==> src/rtl/seg7_pkg.sv <==
// seg7_pkg: segment encodings, BCD-to-segment lookup and counter width helper
package seg7_pkg;
  localparam logic [7:0] SEG_BLANK = 8'h00;
  localparam logic [7:0] SEG_DASH = 8'h01;
  localparam logic [15:0][7:0] SEG_TABLE = {{6{SEG_DASH}}, 8'h7B, 8'h7F, 8'h70, 8'h5F, 8'h5B,
                                            8'h33, 8'h79, 8'h6D, 8'h30, 8'h7E};
  function automatic logic [7:0] bcd_to_seg(input logic [3:0] d);
    return SEG_TABLE[d];
  endfunction
  function automatic int prescale_w(input int tc);
    return tc < 2 ? 1 : $clog2(tc + 1);
  endfunction
endpackage

==> src/rtl/seg7_scan_driver_if.sv <==
// seg7_scan_driver_if: value capture, display control and scanned display outputs
interface seg7_scan_driver_if #(parameter int VALUE_W = 7, parameter int NUM_DIGITS = 2);
  logic [VALUE_W-1:0] value_in;
  logic value_valid;
  logic blink_en;
  logic blank_lead;
  logic [7:0] seg;
  logic [NUM_DIGITS-1:0] scan_select;
  logic busy;
  modport master (output value_in, value_valid, blink_en, blank_lead, input seg, scan_select, busy);
  modport slave (input value_in, value_valid, blink_en, blank_lead, output seg, scan_select, busy);
endinterface

==> src/rtl/bin2bcd_seq.sv <==
// bin2bcd_seq: sequential double-dabble, VALUE_W shift cycles, one-cycle done pulse with result
module bin2bcd_seq #(
  parameter int VALUE_W = 7,
  parameter int NUM_DIGITS = 2
) (
  input  logic clk,
  input  logic reset,
  input  logic start_i,
  input  logic [VALUE_W-1:0] value_i,
  output logic run_o,
  output logic done_o,
  output logic [4*NUM_DIGITS-1:0] bcd_o,
  output logic ovf_o
);
  localparam int BW = 4 * NUM_DIGITS;
  localparam int CW = $clog2(VALUE_W + 1);
  localparam int MAX_VAL = 10 ** NUM_DIGITS - 1;
  logic [VALUE_W-1:0] bin_q, bin_d;
  logic [BW-1:0] bcd_q, bcd_d, adj;
  logic [CW-1:0] cnt_q, cnt_d;
  logic run_q, run_d, done_q, done_d, ovf_q, ovf_d;
  always_comb begin
    adj = bcd_q;
    for (int i = 0; i < NUM_DIGITS; i++)
      adj[4*i +: 4] = bcd_q[4*i +: 4] > 4'd4 ? bcd_q[4*i +: 4] + 4'd3 : bcd_q[4*i +: 4];
    bin_d = start_i ? value_i : run_q ? bin_q << 1 : bin_q;
    bcd_d = start_i ? '0 : run_q ? {adj[BW-2:0], bin_q[VALUE_W-1]} : bcd_q;
    cnt_d = start_i ? CW'(VALUE_W) : run_q ? cnt_q - CW'(1) : cnt_q;
    run_d = start_i | (run_q & (cnt_q != CW'(1)));
    done_d = run_q & (cnt_q == CW'(1));
    ovf_d = start_i ? (32'(value_i) > 32'(MAX_VAL)) : ovf_q;
  end
  always_ff @(posedge clk) begin
    if (!reset) begin
      bin_q <= '0;
      bcd_q <= '0;
      cnt_q <= '0;
      run_q <= 1'b0;
      done_q <= 1'b0;
      ovf_q <= 1'b0;
    end else begin
      bin_q <= bin_d;
      bcd_q <= bcd_d;
      cnt_q <= cnt_d;
      run_q <= run_d;
      done_q <= done_d;
      ovf_q <= ovf_d;
    end
  end
  assign run_o = run_q;
  assign done_o = done_q;
  assign bcd_o = bcd_q;
  assign ovf_o = ovf_q;
endmodule

==> src/rtl/seg7_scan_driver.sv <==
// seg7_scan_driver: capture/pending control, BCD display regs, scan ring, blink and segment output
module seg7_scan_driver import seg7_pkg::*; #(
  parameter int CLK_HZ = 100_000_000,
  parameter int SCAN_HZ = 400,
  parameter int BLINK_HZ = 2,
  parameter int NUM_DIGITS = 2,
  parameter int VALUE_W = 7
) (
  input logic clk,
  input logic reset,
  seg7_scan_driver_if.slave bus
);
  localparam int SCAN_TC = CLK_HZ / SCAN_HZ - 1;
  localparam int BLINK_TC = CLK_HZ / (2 * BLINK_HZ) - 1;
  localparam int SW = prescale_w(SCAN_TC);
  localparam int KW = prescale_w(BLINK_TC);
  localparam int BW = 4 * NUM_DIGITS;
  logic start, conv_run, conv_done, conv_ovf, tick, blink_wrap, lz;
  logic [VALUE_W-1:0] start_val, pend_val_q, pend_val_d;
  logic pend_v_q, pend_v_d, busy_q, disp_ovf_q, disp_ovf_d, phase_q, phase_d;
  logic [BW-1:0] conv_bcd, disp_bcd_q, disp_bcd_d;
  logic [SW-1:0] presc_q, presc_d;
  logic [KW-1:0] blink_cnt_q, blink_cnt_d;
  logic [NUM_DIGITS-1:0] sel_q, sel_d;
  logic [NUM_DIGITS-1:0][7:0] enc;
  logic [7:0] seg_q, seg_d, seg_sel;
  logic [3:0] dig;
  bin2bcd_seq #(.VALUE_W(VALUE_W), .NUM_DIGITS(NUM_DIGITS)) u_conv (
    .clk(clk), .reset(reset), .start_i(start), .value_i(start_val),
    .run_o(conv_run), .done_o(conv_done), .bcd_o(conv_bcd), .ovf_o(conv_ovf)
  );
  // a strobe landing on the completion cycle is a fresh capture and drops any pending value
  always_comb begin
    start = ~conv_run & (bus.value_valid | (pend_v_q & ~conv_done));
    start_val = bus.value_valid ? bus.value_in : pend_val_q;
    pend_v_d = (bus.value_valid & conv_run) | (pend_v_q & ~start);
    pend_val_d = (bus.value_valid & conv_run) ? bus.value_in : pend_val_q;
    disp_bcd_d = conv_done ? conv_bcd : disp_bcd_q;
    disp_ovf_d = conv_done ? conv_ovf : disp_ovf_q;
    tick = presc_q == SW'(SCAN_TC);
    presc_d = tick ? '0 : presc_q + SW'(1);
    sel_d = tick ? (sel_q << 1) | (sel_q >> (NUM_DIGITS - 1)) : sel_q;
    blink_wrap = blink_cnt_q == KW'(BLINK_TC);
    blink_cnt_d = (~bus.blink_en | blink_wrap) ? '0 : blink_cnt_q + KW'(1);
    phase_d = ~bus.blink_en ? 1'b1 : blink_wrap ? ~phase_q : phase_q;
  end
  // seg is built from next-state values so it always matches the digit selected alongside it
  always_comb begin
    enc = '0;
    lz = 1'b1;
    dig = '0;
    for (int i = NUM_DIGITS - 1; i >= 0; i--) begin
      dig = disp_bcd_d[4*i +: 4];
      lz = lz & (dig == 4'd0) & (i != 0);
      enc[i] = disp_ovf_d ? SEG_DASH : (bus.blank_lead & lz) ? SEG_BLANK : bcd_to_seg(dig);
    end
    seg_sel = SEG_BLANK;
    for (int i = 0; i < NUM_DIGITS; i++) seg_sel = sel_d[i] ? enc[i] : seg_sel;
    seg_d = phase_d ? seg_sel : SEG_BLANK;
  end
  always_ff @(posedge clk) begin
    if (!reset) begin
      pend_v_q <= 1'b0;
      pend_val_q <= '0;
      busy_q <= 1'b0;
      disp_bcd_q <= '0;
      disp_ovf_q <= 1'b0;
      presc_q <= '0;
      blink_cnt_q <= '0;
      phase_q <= 1'b1;
      sel_q <= NUM_DIGITS'(1);
      seg_q <= SEG_BLANK;
    end else begin
      pend_v_q <= pend_v_d;
      pend_val_q <= pend_val_d;
      busy_q <= conv_run;
      disp_bcd_q <= disp_bcd_d;
      disp_ovf_q <= disp_ovf_d;
      presc_q <= presc_d;
      blink_cnt_q <= blink_cnt_d;
      phase_q <= phase_d;
      sel_q <= sel_d;
      seg_q <= seg_d;
    end
  end
  assign bus.seg = seg_q;
  assign bus.scan_select = sel_q;
  assign bus.busy = busy_q;
endmodule

==> src/flat_wrapper.sv <==
// flat-port wrapper written by rule: the top's interface ports become plain ports
module seg7_scan_driver_flat import seg7_pkg::*;
#(
  parameter int CLK_HZ = 100_000_000,
  parameter int SCAN_HZ = 400,
  parameter int BLINK_HZ = 2,
  parameter int NUM_DIGITS = 2,
  parameter int VALUE_W = 7
)
  (clk, reset, bus_value_in, bus_value_valid, bus_blink_en, bus_blank_lead, bus_seg, bus_scan_select, bus_busy);
  seg7_scan_driver_if #(.VALUE_W(VALUE_W), .NUM_DIGITS(NUM_DIGITS)) bus_i ();
  input logic clk;
  input logic reset;
  input wire logic [$bits(bus_i.value_in)-1:0] bus_value_in;
  input wire logic [$bits(bus_i.value_valid)-1:0] bus_value_valid;
  input wire logic [$bits(bus_i.blink_en)-1:0] bus_blink_en;
  input wire logic [$bits(bus_i.blank_lead)-1:0] bus_blank_lead;
  output wire logic [$bits(bus_i.seg)-1:0] bus_seg;
  output wire logic [$bits(bus_i.scan_select)-1:0] bus_scan_select;
  output wire logic [$bits(bus_i.busy)-1:0] bus_busy;
  assign bus_i.value_in = bus_value_in;
  assign bus_i.value_valid = bus_value_valid;
  assign bus_i.blink_en = bus_blink_en;
  assign bus_i.blank_lead = bus_blank_lead;
  assign bus_seg = bus_i.seg;
  assign bus_scan_select = bus_i.scan_select;
  assign bus_busy = bus_i.busy;
  seg7_scan_driver #(.CLK_HZ(CLK_HZ), .SCAN_HZ(SCAN_HZ), .BLINK_HZ(BLINK_HZ), .NUM_DIGITS(NUM_DIGITS), .VALUE_W(VALUE_W)) u_core (.clk(clk), .reset(reset), .bus(bus_i));
endmodule
==> config.mk <==
export PLATFORM = sky130hd
export DESIGN_NAME = seg7_scan_driver_flat
export DESIGN_NICKNAME = d
export VERILOG_FILES = /design/src/rtl/seg7_pkg.sv /design/src/rtl/seg7_scan_driver_if.sv /design/src/rtl/bin2bcd_seq.sv /design/src/rtl/seg7_scan_driver.sv /design/src/flat_wrapper.sv
export SDC_FILE = /design/constraint.sdc
export NUM_CORES = 1
export LEC_CHECK = 0
export ABC_AREA = 1
export BUFFER_PORTS_ARGS = -buffer_cell sky130_fd_sc_hd__buf_2
export CAP_MARGIN = 5
export CORE_ASPECT_RATIO = 1.4
export CORE_MARGIN = 3
export CORE_UTILIZATION = 56
export CTS_BUF_LIST = sky130_fd_sc_hd__clkbuf_16
export CTS_CLUSTER_SIZE = 24
export DETAILED_ROUTE_END_ITERATION = 8
export PLACE_DENSITY_LB_ADDON = 0.2
export SYNTH_ARGS = -nofsm -noshare
export SYNTH_HDL_FRONTEND = slang
export SYNTH_HIERARCHICAL = 1
export SYNTH_SLANG_ARGS = --single-unit
==> constraint.sdc <==
create_clock -name clk -period 1.8 [get_ports clk]
set_input_delay 0.27 -clock clk [delete_from_list [all_inputs] [get_ports clk]]
set_output_delay 0.27 -clock clk [all_outputs]
set_load 0.02 [all_outputs]
# Word level (Yosys, flattened, before mapping)
# Memory sizes are Yosys's and may differ from the RTL's.
# Index checks and enable logic that the tools add are counted.
[word_totals]
n_memories = 2
input_bits = 12
ff_bits = 93
romBits = 256
[memory_table]
columns = ["name", "words", "word_bits", "rd", "rd_ports_with_merged_regs", "wr", "line_no", "source"]
rows = [
  ["(no name shown)", 16, 8, 1, 0, 0, "seg7_pkg.sv:8", "return SEG_TABLE[d];"],
  ["(no name shown)", 16, 8, 1, 0, 0, "seg7_pkg.sv:8", ""],
]
[op_classes]
mux = 19
reduce_logical = 6
n_addsub = 5
n_eq_ne = 4
bitwise = 18
n_lt_le_gt_ge = 5
[op_table]
columns = ["op", "n"]
rows = [
  ["8-bit 2-to-1 mux", 8],
  ["25-bit by 1-bit adder with 25-bit output (second input constant)", 1],
  ["25-bit equality test (second input constant)", 1],
  ["7-bit 2-to-1 mux", 3],
  ["18-bit by 1-bit adder with 18-bit output (second input constant)", 1],
  ["18-bit equality test (second input constant)", 1],
  ["4-bit by 5-bit < comparator with 1-bit output (second input constant)", 2],
  ["3-bit 2-to-1 mux", 3],
  ["4-bit by 3-bit > comparator with 1-bit output (second input constant)", 2],
  ["1-bit bitwise AND", 7],
  ["7-bit > comparator (second input constant)", 1],
  ["1-bit inverter", 6],
  ["2-bit OR reduction", 3],
  ["4-bit by 2-bit adder with 4-bit output (second input constant)", 1],
  ["4-bit logical NOT", 1],
  ["4-bit 2-to-1 mux", 1],
  ["1-bit bitwise OR", 4],
  ["3-bit by 2-bit adder with 3-bit output (second input constant)", 1],
  ["3-bit by 1-bit equality test with 1-bit output (second input constant)", 1],
  ["1-bit 2-to-1 mux", 3],
  ["3-bit by 1-bit != test with 1-bit output (second input constant)", 1],
  ["3-bit by 1-bit subtractor with 3-bit output (second input constant)", 1],
  ["2-bit 2-to-1 mux", 1],
  ["2-bit by 1-bit bitwise OR with 2-bit output", 1],
  ["2 further kinds", 2],
]

# Logic depth before layout (Yosys ltp)
[depth]
ltp_word = 7
ltp_mapped = 12
ltp_nobuf = 12

# Hierarchy
# The synthesis kept the hierarchy.
[modules_own_cells]
columns = ["module", "cells_per_inst", "area_per_inst_um2", "seq_area_each_um2", "n_inst"]
rows = [
  ["seg7_scan_driver", 568, 3817.4, 1421.4, 1],
  ["bin2bcd_seq", 148, 1087.3, 420.4, 1],
]

# Worst setup path after synthesis
# No wires, ideal clock.
[synth_path]
kind = "register -> register"
start = "register u_core.u_conv.done_q, in the netlist u_core/u_conv/done_o"
end = "register u_core.seg_q[3], in the netlist u_core/bus.seg[3]"
setup_slack_ns = 0.156
n_path_buf = 1
t_required_ns = 1.730
stages_incl_launch_ff = 12
period_less_slack_ns = 1.644
t_arrival_ns = 1.573
path_cell_list = "dfxtp_1 buf_6 nand2_1 o21ai_2 inv_1 ha_1 nand3b_1 nand3_1 nand2_1 nor2_1 nand3_1 a21oi_1"
[synth_between]
elab_chain_cells = 6
word_cells_on_any_way = 13
classes_between = "mux (9); bitwise (1); reduce/logical (1); memory (2)"
[synth_lines]
columns = ["element", "line_no", "source"]
rows = [
  ["start, declared", "bin2bcd_seq.sv:21", "logic run_q, run_d, done_q, done_d, ovf_q, ovf_d;"],
  ["start signal, assigned", "bin2bcd_seq.sv:46", "done_q <= done_d;"],
  ["8-bit 2-to-1 mux", "seg7_scan_driver.sv:38", "disp_bcd_d = conv_done ? conv_bcd : disp_bcd_q;"],
  ["net u_core.disp_bcd_d[0]", "seg7_scan_driver.sv:21", "logic [BW-1:0] conv_bcd, disp_bcd_q, disp_bcd_d;"],
  ["memory 16 x 8 bit", "--", ""],
  ["8-bit 2-to-1 mux (not written as such)", "seg7_pkg.sv:8", ""],
  ["8-bit 2-to-1 mux", "seg7_scan_driver.sv:55", "enc[i] = disp_ovf_d ? SEG_DASH : (bus.blank_lead & lz) ? SEG_BLANK : bcd_to_seg(dig);"],
  ["8-bit 2-to-1 mux (2 in a row)", "seg7_scan_driver.sv:58", "for (int i = 0; i < NUM_DIGITS; i++) seg_sel = sel_d[i] ? enc[i] : seg_sel;"],
  ["end signal, assigned", "seg7_scan_driver.sv:83", "seg_q <= seg_d;"],
  ["end, declared", "seg7_scan_driver.sv:26", "logic [7:0] seg_q, seg_d, seg_sel;"],
]
# The timed path passes the listed nets, and every way through them passes these cells. The select of a mux whose other input is x is not followed.
# A chain may end at the register's enable or synchronous reset.

# Worst setup path in the final report
[layout_path]
start = "register u_core.u_conv.done_q, in the netlist u_core/u_conv/done_o"
end = "register u_core.seg_q[3], in the netlist u_core/bus.seg[3]"
[layout_between]
elab_chain_cells = 6
word_cells_on_any_way = 13
classes_between = "mux (9); bitwise (1); reduce/logical (1); memory (2)"
[layout_lines]
columns = ["element", "line_no"]
rows = [
  ["8-bit 2-to-1 mux *", "seg7_scan_driver.sv:38"],
  ["net u_core.disp_bcd_d[4]", "seg7_scan_driver.sv:21"],
  ["memory 16 x 8 bit / 4-bit logical NOT (equally long branches)", "--"],
  ["8-bit 2-to-1 mux (not written as such) / 1-bit bitwise AND (equally long branches)", "seg7_pkg.sv:8, seg7_scan_driver.sv:55"],
  ["8-bit 2-to-1 mux * (2 in a row)", "seg7_scan_driver.sv:55"],
  ["8-bit 2-to-1 mux *", "seg7_scan_driver.sv:58"],
]
# Mark *: on every way through the listed nets, which the timed path passes. The rest lies on a longest branch. The select of a mux whose other input is x is not followed.

==> out/metrics.yaml <==
post_drt_via_cell_ratio: 5.31
period_needed_ps: 1700
warning_count_from_the_yosys_run: 6
share_of_post_route_cells_with_drive_strength_above_1: 0.131
floorplan.core_area_um2: 8340
cts_sinks: 92
post_synth_inst_count: 716
clock_tree_from_tritoncts: "built"
fill_cells: 735
rsz0062_at_grt: "yes"
numCtsBuffers: 9
timing.reg2reg.setup_slack_ps: 100
timing.critical_path.arrival_ps: 1970
port_buffers: 21
routed_via_count: 4518
timing.max_cap.violations: 0
sequential_cell_area_um2: 1850
routed_wl_um: 10500
grt_antenna_before_repair: 0
critical_path.startpoint_type: "flop"
place_inst: 834
std_cell_rows: 39
floorplan.die.height_um: 117
insertion_delay_ps: 340
cts_setup_buffers: 0
layout_commonest_cell: "nand2_1"
synth.top_cell.area_share: 0.376
die-area_um2: 9930
postCtsHoldBufs: 0
synth_enable_flop_cells: 0
fin_util: 0.660
num-nets-final: 774
yosys_register_bits: 92
worstHoldPathType: "in2reg"
timing.hold.ws_ps: 227
drc: 0
final_standard_cell_area_without_fillers_um2: 5510
yosysSeqAreaShare: 0.376
multiInputGateArea_um2: 2640
first_global_vias: 4355
place_congestion: 0.848
synth-async-reset-ratio: 0
postPlaceCellArea_um2: 5140
clock_tree.root_cell: "clkbuf_16"
grt_first_pass_wirelength_um: 17800
synth.distinct_cells: 42
drt.antenna.violating_nets: 0
detailed_place_hpwl_um: 7650
setup_viol: 0
maximum_number_of_pins_on_one_net_before_global_route_repair: 26
timing.clock.skew_ps: 6.38
vdd_drop_max_v: 0.000654
syn-mean-instance-area_um2: 6.85
gr-usage-all-layers: 0.220
cts.clk_slew.worst_paths_ps: 60
avgRoutedWirePerCell_um: 12.3
count_of_h_tree_levels_built_during_cts: 3
clock_tree.buffer_depth: 2
layout_common_cells: "162 x nand2_1, 91 x dfxtp_1, 89 x inv_1"
worstPathMaxFanout: 8
first_iter_violations: 170
crit_required_ps: 2070
start_util: 0.588
post_synthesis_cell_type_with_the_largest_combined_area: "dfxtp_1"
run_status: "finished, final reports clean"
ios: 23
drt_pass1_iterations: 5
grt.overflow.total: 0
synthesis.nets: 746
post_synth_main_area_contributors: "dfxtp_1 38%, nand2_1 13%, inv_1 7.0%, nand3_1 6.6%, nor2_1 6.4%"
final.period_utilization: 0.945
post_layout_instance_count_excluding_filler_cells: 851
die_width_um: 85.1
antenna_cells_inserted: 0
area_growth_syn_to_layout_pct: 12.3
cp-end-kind: "flop"
yosys_most_used_dff: "dfxtp_1"
power_density_nw_per_um2: 802
hold_viol_final: 0
leakagePower_nw: 2.27
netlist_area_um2: 4900
post-route-worst-setup-slack_ps: 99.5
critical_path_class: "reg2reg"
pre_cts_slack_ps: 11.1
slew_violations: 0
fmaxAchievable_mhz: 588
==> cell families after synthesis <==
group,synth area share
AO/OA/AOI/OAI,0.106
XOR/XNOR,0.0250
adder cells (fa/ha/maj),0.0459
buffers and inverters,0.0992
flip-flops,0.376
other,0.000765
AND/OR/NAND/NOR,0.348
==> report_power, final <==
part | switching, mW | internal (mW)
logic | 0.341 | 0.202
registers | 0.0432 | 2.12
clock network | 0.782 | 0.928
total | 1.17 | 3.25
==> timing repair <==
action	in CTS	in global routing
cloned	0	1
resized for setup	2	22
pin swaps	0	1
setup endpoints to repair	2	35
==> path summary, 6_finish.rpt <==
kind	startpoint	endpoint	cells after the start
setup / recovery	u_core/u_conv/done_o	u_core/bus.seg[3]	10
hold / removal	bus_value_in[4]	u_core/pend_val_q[4]	3
setup reg to reg	u_core/u_conv/done_o	u_core/bus.seg[3]	10
hold reg to reg	u_core/pend_val_q[6]	u_core/pend_val_q[6]	2
==> registers in the layout, indices dropped and copies added, names as in the netlist <==
| register | flops |
|---|---|
| u_core/pend_v_q | 1 |
| u_core/bus.scan_select | 2 |
| u_core/u_conv/ovf_o | 1 |
| u_core/disp_bcd_q | 8 |
| u_core/disp_ovf_q | 1 |
| u_core/u_conv/bin_q | 7 |
| u_core/bus.busy | 1 |
| u_core/pend_val_q | 7 |
| u_core/u_conv/done_o | 1 |
| u_core/bus.seg | 7 |
| u_core/u_conv/run_o | 1 |
| u_core/presc_q | 18 |
| u_core/phase_q | 1 |
| u_core/blink_cnt_q | 25 |
| u_core/u_conv/cnt_q | 3 |
| u_core/u_conv/bcd_o | 8 |
==> final cells by class <==
cell class              instances  share of cell area
repair buffers                 32              0.0432
well taps                     102              0.0232
clock inverters                 7             0.00795
inverters                     101              0.0711
clock buffers                   9              0.0409
multi-input cells             508               0.479
flip-flops and latches         92               0.335
==> metrics by stage <==
step	power [mW]	setup TNS, ps
after floorplan	2.60	0
after global placement	2.71	0
after detailed placement	2.73	0
after CTS	4.45	-0.478
after global routing	4.62	-57.1
final	4.42	0
==> worst max-delay path, stage by stage, from the launching register on <==
cell and delay [ps]:
dfxtp_4 360, buf_8 140, o21ai_4 200, inv_2 70
ha_1 210, nand3b_1 180, nand3_1 100, nand3_1 60
nor2_1 110, nand2_1 70, a21oi_1 140
==> per-layer routing <==
layer | GRT usage | part of all wire
met1 | 0.228 | 0.41
met2 | 0.410 | 0.52
met3 | 0.0240 | 0.027
met4 | 0.153 | 0.036
met5 | 0 | 0
==> cell usage after synthesis, types with 3 or more instances <==
library cell and count:
a21oi_1 50, a31oi_1 3, buf_2 4, buf_4 3, buf_6 3, clkbuf_1 5, dfxtp_1 92, ha_1 18
inv_1 92, inv_2 5, nand2_1 167, nand2_2 7, nand2_4 3, nand3_1 65, nand3b_1 3, nand4_1 5
nor2_1 84, nor3_1 28, nor3b_1 4, nor4_1 3, o21ai_0 25, o21ai_2 6, o221ai_1 3, or2_0 4
xnor2_1 3, xor2_1 11
Note: power is estimated with default switching activity, not from simulation.
